--- config.mk ---
export PLATFORM = sky130hd
export DESIGN_NAME = duty_ramp_flat
export DESIGN_NICKNAME = d
export VERILOG_FILES = /design/src/rtl/duty_ramp_pkg.sv /design/src/rtl/duty_ramp_if.sv /design/src/rtl/duty_ramp_timer.sv /design/src/rtl/duty_ramp.sv /design/src/flat_wrapper.sv
export SDC_FILE = /design/constraint.sdc
export NUM_CORES = 1
export LEC_CHECK = 0
export BUFFER_PORTS_ARGS = -buffer_cell sky130_fd_sc_hd__buf_2
export CAP_MARGIN = 10
export CORE_MARGIN = 8
export CORE_UTILIZATION = 29
export DETAILED_ROUTE_END_ITERATION = 10
export MAX_ROUTING_LAYER = met4
export REMOVE_ABC_BUFFERS = 1
export SYNTH_ARGS = -nofsm -noshare
export SYNTH_HDL_FRONTEND = slang
export SYNTH_SLANG_ARGS = --single-unit
export TNS_END_PERCENT = 100
--- constraint.sdc ---
create_clock -name clk -period 11.4 [get_ports clk]
set_clock_uncertainty 0.05 [all_clocks]
set_input_delay 1.14 -clock clk [delete_from_list [all_inputs] [get_ports clk]]
set_output_delay 1.14 -clock clk [all_outputs]
set_load 0.005 [all_outputs]
--- src/rtl/duty_ramp_pkg.sv ---
// duty_ramp shared package: state encoding and default widths.
// Optional feature macro: DUTY_RAMP_CLAMP_EN (see rtl/duty_ramp.sv).
package duty_ramp_pkg;

  localparam int R_DEF        = 8;
  localparam int DIV_BITS_DEF = 15;

  localparam logic [R_DEF:0] FULL_SCALE_DEF = {1'b1, {R_DEF{1'b0}}};

  typedef enum logic [1:0] {
    ST_IDLE = 2'd0,
    ST_UP   = 2'd1,
    ST_DOWN = 2'd2
  } state_e;

endpackage

--- src/rtl/duty_ramp_if.sv ---
// duty_ramp load interface: target/step/rate request with valid/ready.
// The master presents a request, the slave (the ramp) accepts it.
interface duty_ramp_if
  import duty_ramp_pkg::*;
#(
  parameter int R        = R_DEF,
  parameter int DIV_BITS = DIV_BITS_DEF
);

  logic [R:0]          target;
  logic [R:0]          step;
  logic [DIV_BITS-1:0] rate;
  logic                load_valid;
  logic                load_ready;

  modport master (
    output target, step, rate, load_valid,
    input  load_ready
  );

  modport slave (
    input  target, step, rate, load_valid,
    output load_ready
  );

endinterface

--- src/rtl/duty_ramp_timer.sv ---
// ramp_interval_timer: enable-gated mod-(rate+1) counter.
// o_tick is high in the enabled cycle where the count equals rate.
module ramp_interval_timer #(
  parameter int DIV_BITS = 15
) (
  input  logic                clk,
  input  logic                reset,
  input  logic                i_en,
  input  logic                i_clr,
  input  logic [DIV_BITS-1:0] i_rate,
  output logic                o_tick
);

  logic [DIV_BITS-1:0] r_cnt;

  assign o_tick = i_en && (r_cnt == i_rate);

  // count 0..rate while enabled, wrap on tick, clear on request
  always_ff @(posedge clk) begin
    if (reset || i_clr) begin
      r_cnt <= '0;
    end else if (i_en) begin
      r_cnt <= o_tick ? '0 : r_cnt + 1'b1;
    end
  end

endmodule

--- src/rtl/duty_ramp.sv ---
// duty_ramp top: soft-start/fade slew of PWM duty toward a target.
// Define DUTY_RAMP_CLAMP_EN to clamp latched targets to full scale.
module duty_ramp
  import duty_ramp_pkg::*;
#(
  parameter int R        = R_DEF,
  parameter int DIV_BITS = DIV_BITS_DEF
) (
  input  logic        clk,
  input  logic        reset,
  input  logic        enable,
  duty_ramp_if.slave  lif,
  output logic [R:0]  duty,
  output logic        busy,
  output logic        done
);

  localparam logic [R:0] FULL = {1'b1, {R{1'b0}}};

  state_e              r_state;
  logic [R:0]          r_duty;
  logic [R:0]          r_tgt;
  logic [R:0]          r_step;
  logic [DIV_BITS-1:0] r_rate;
  logic                r_done;
  logic                r_eq;

  logic       w_acc;
  logic       w_tick;
  logic [R:0] w_tgt;
  logic [R:0] w_diff;
  logic [R:0] w_amt;
  logic       w_last;

  assign lif.load_ready = (r_state == ST_IDLE);
  assign busy           = (r_state != ST_IDLE);
  assign duty           = r_duty;
  assign done           = r_done;
  assign w_acc          = lif.load_valid && lif.load_ready;

`ifdef DUTY_RAMP_CLAMP_EN
  assign w_tgt = (lif.target > FULL) ? FULL : lif.target;
`else
  assign w_tgt = lif.target;
`endif

  // distance to target is taken first, so the step never overshoots
  assign w_diff = (r_state == ST_UP) ? r_tgt - r_duty
                                     : r_duty - r_tgt;
  assign w_amt  = (r_step == '0 || r_step > w_diff) ? w_diff : r_step;
  assign w_last = (w_amt == w_diff);

  ramp_interval_timer #(
    .DIV_BITS (DIV_BITS)
  ) u_timer (
    .clk    (clk),
    .reset  (reset),
    .i_en   (enable && busy),
    .i_clr  (w_acc),
    .i_rate (r_rate),
    .o_tick (w_tick)
  );

  // FSM, request latch, duty update and done pulse
  always_ff @(posedge clk) begin
    if (reset) begin
      r_state <= ST_IDLE;
      r_duty  <= '0;
      r_tgt   <= '0;
      r_step  <= '0;
      r_rate  <= '0;
      r_done  <= 1'b0;
      r_eq    <= 1'b0;
    end else begin
      r_done <= r_eq;
      r_eq   <= 1'b0;
      if (w_acc) begin
        r_tgt  <= w_tgt;
        r_step <= lif.step;
        r_rate <= lif.rate;
        if (w_tgt > r_duty) begin
          r_state <= ST_UP;
        end else if (w_tgt < r_duty) begin
          r_state <= ST_DOWN;
        end else begin
          r_eq <= 1'b1;
        end
      end else if (w_tick) begin
        if (r_state == ST_UP) begin
          r_duty <= r_duty + w_amt;
        end else begin
          r_duty <= r_duty - w_amt;
        end
        if (w_last) begin
          r_state <= ST_IDLE;
          r_done  <= 1'b1;
        end
      end
    end
  end

endmodule

--- src/flat_wrapper.sv ---
// flat-port wrapper written by rule: the top's interface ports become plain ports
module duty_ramp_flat import duty_ramp_pkg::*;
#(
  parameter int R        = R_DEF,
  parameter int DIV_BITS = DIV_BITS_DEF
)
  (clk, reset, enable, duty, busy, done, lif_target, lif_step, lif_rate, lif_load_valid, lif_load_ready);
  duty_ramp_if #(.R(R), .DIV_BITS(DIV_BITS)) lif_i ();
  input  logic clk;
  input  logic reset;
  input  logic enable;
  output logic [R:0] duty;
  output logic busy;
  output logic done;
  input wire logic [$bits(lif_i.target)-1:0] lif_target;
  input wire logic [$bits(lif_i.step)-1:0] lif_step;
  input wire logic [$bits(lif_i.rate)-1:0] lif_rate;
  input wire logic [$bits(lif_i.load_valid)-1:0] lif_load_valid;
  output wire logic [$bits(lif_i.load_ready)-1:0] lif_load_ready;
  assign lif_i.target = lif_target;
  assign lif_i.step = lif_step;
  assign lif_i.rate = lif_rate;
  assign lif_i.load_valid = lif_load_valid;
  assign lif_load_ready = lif_i.load_ready;
  duty_ramp #(.R(R), .DIV_BITS(DIV_BITS)) u_core (.clk(clk), .reset(reset), .enable(enable), .lif(lif_i), .duty(duty), .busy(busy), .done(done));
endmodule
==> metrics <==
status complete, no violations; Post-Syn Instances 562; WL final 11500 um; initial antenna violation count 0; layout cell share with drive strength beyond 1 15.0%; Clock Latency Late Sink 0.33 ns; CTS tree built; post-route clock period utilization 59.3%; GRT Util Overall 12.4%; launch point of the critical path u_core.r_state[0]; EDFF count, synth 0; Final min period 6.76 ns; normalized max-slew margin 45.9%; pin count of the biggest net entering global routing 53; gr ovfl total 0; Max clock buf depth 2; DRC 0; max-cap viol count 0; routed vias/inst 4.87; DRT antenna net count 0; R2R depth 25; # diodes 0; H-tree levels 3; die height 140 um; setup bufs post-CTS 0; # IOs 49; Synth Register Bits 61; clock-pin slew on the worst setup and hold paths 0.06 ns; cell depth of the worst min-delay path 2; Required @ worst endpoint 11.57 ns; maximum VDD drop 0.0751 mV; RSZ-0062 raised after global routing no; CTS resizes 0; first-pass GRT wire length 19300 um; Setup violations, final 0; Critical Path End u_core.duty[8]; CP Launch Type register; I/O Buffers 48; synthesis-to-finish area growth 15.9%; Arr. time, crit path 6.93 ns; synth unique cells 68; HP Class reg2reg; setup_tns 0 ns; Initial Utilization 29.5%; fin nets 687; GPL Wtd Cong 0.845; Crit Path Max Fanout 19; Worst Tran Pin Value 0.808 ns; die area 0.0196 mm^2; reg2reg start u_core.r_state[0]; drt first pass iters 4; routed length per instance 14.4 um; crit path kind reg2reg; Final Hold Viols 0; r2r endpoint u_core.duty[8]; Filler Cells Inserted 1613; clock tree sinks 61; Post-Synthesis Cell Area 0.00445 mm^2; Iteration-0 DRC Markers 182; Final Max Tran Viols 0; std cell rows 45; Root Buffer clkbuf_16; Die X 140 um; asr flop ratio synth 0%; final non-filler cell total 796; Seq/Total Area, Yosys 27.4%; Leak Pwr 2.18 nW; vias 3874; P per Cell Area 222 mW/mm^2; Detailed Place HPWL 8680 um; total placed cells including tap cells 780; hold_buf cts 0; CTS buffer count 9; Synth Flop Type dfxtp_1; slack of the worst reg-to-reg path 4.64 ns; synth warn 0; CP endpoint kind register; via count of the first global-routing pass 3832; fmax 148 MHz; Core ar. 0.0151 mm^2; Synth Area per Inst 7.92 um^2
[cell usage after synthesis, types with 3 or more instances]
library cell,number,area (um^2)
nand4_1,9,56.3
nand2_1,105,394
ha_1,44,551
xnor2_1,26,228
nor2b_1,7,43.8
a211oi_1,4,30.0
o21ai_0,16,80.1
a21oi_1,62,310
nor3_1,13,65.1
a31oi_1,3,18.8
fa_1,3,60.1
nor2_1,39,146
o21a_1,5,37.5
mux2i_1,7,70.1
nor4_1,5,31.3
clkbuf_1,16,60.1
inv_1,34,128
or3_1,3,18.8
buf_2,3,15.0
a21o_1,4,30.0
xor2_1,23,201
dfxtp_1,61,1220
nand3_1,10,50.1
[cell type report]
class | count | area (um^2) | area share [%]
tap | 188 | 235 | 4.56
timing repair buffer | 52 | 270 | 5.24
inverter | 34 | 128 | 2.47
clock buffer | 9 | 225 | 4.37
sequential | 61 | 1220 | 23.7
multi-input combinational | 445 | 3000 | 58.2
clock inverter | 7 | 75.1 | 1.46
[worst min-delay path by stage]
stage | start | slack (ns) | endpoint
final | u_core.r_eq | 0.42 | u_core.done
after global routing | u_core.r_eq | 0.43 | u_core.done
after CTS | u_core.r_eq | 0.42 | u_core.done
after detailed placement | u_core.r_eq | 0.41 | u_core.done
after global placement | u_core.r_eq | 0.38 | u_core.done
after floorplan | u_core.r_eq | 0.36 | u_core.done
[kinds of logic after synthesis]
kind of cell	after synthesis	share of synthesized area [%]
xor+xnor	51	10.9
compound gates	121	17.2
mux	9	2.39
buf+inv	56	5.17
fa+ha+maj	47	13.7
simple gates	217	23.2
flops	61	27.4
[metrics by stage]
step / hold slack (ns) / total power [mW] / setup WS (ns) / utilization [%] / area [um^2]
after floorplan: 0.363 / 0.731 / 5.50 / - / 4350
after global placement: 0.383 / 0.866 / 4.96 / 32.2 / 4860
after detailed placement: 0.406 / 0.866 / 4.75 / 32.2 / 4860
after CTS: 0.417 / 1.15 / 4.71 / 34.2 / 5160
after global routing: 0.432 / 1.23 / 4.10 / 34.2 / 5160
final: 0.416 / 1.14 / 4.64 / 34.2 / 5160
[report_power, final]
part / switching (mW) / internal (mW) / total (mW)
clock: 0.107 / 0.170 / 0.277
combinational: 0.352 / 0.263 / 0.615
sequential: 0.0207 / 0.232 / 0.253
[sequential cells by signal, summed over array words and instances, names as in the netlist]
signal / cells
u_core.r_eq: 1
u_core.r_tgt: 9
u_core.r_state: 2
u_core.r_step: 9
u_core.duty: 9
u_core.r_rate: 15
u_core.u_timer.r_cnt: 15
u_core.done: 1
[critical path, cell delays in order, from the launching register on]
cell      delay, ns
dfxtp_1        0.36
nor2b_2        0.69
mux2i_1        0.42
mux2i_1        0.25
o311ai_1       0.16
or2_2          0.35
ha_1           0.34
nand4_2        0.17
nor2_1         0.14
a211oi_1       0.12
o21ai_2        0.49
o21ai_0        0.30
ha_1           0.35
nor2_1         0.04
a21oi_1        0.20
inv_1          0.08
fa_1           0.42
nor2b_1        0.16
o21ai_0        0.12
a21oi_1        0.20
o21a_1         0.17
o21a_1         0.12
nor2_1         0.05
xnor2_1        0.27
mux4_2         0.34
a211o_1        0.27
[per-layer routing]
layer | global-route usage [%] | vias to the layer above | share of wire, %
met4 | 3.31 | 0 | 0.92
met1 | 16.3 | 1789 | 52
met3 | 2.46 | 6 | 4.0
met2 | 19.0 | 65 | 43
met5 | - | - | 0
li1 | - | 2014 | -
[layout by cell type, fill, tap and decap left out, drive strengths merged, types with 3 or more instances in the layout]
cell type  Yosys  layout
mux2i          8       8
nor2b         10      10
ha            44      44
inv           34      35
nor3          15      15
or3            3       3
nor4           5       5
nand2        105     105
dfxtp         61      61
nand4         10      10
and2           3       3
nand3         11      11
fa             3       3
clkinv         0       5
xnor2         27      27
nor2          39      39
clkbuf        17       9
buf            5      52
a21o           4       4
o21a           6       6
a21oi         62      62
a211oi         5       5
a31oi          3       3
xor2          23      23
a2bb2oi        3       3
o21ai         19      19
No activity file was read; power rests on OpenSTA's default activity.
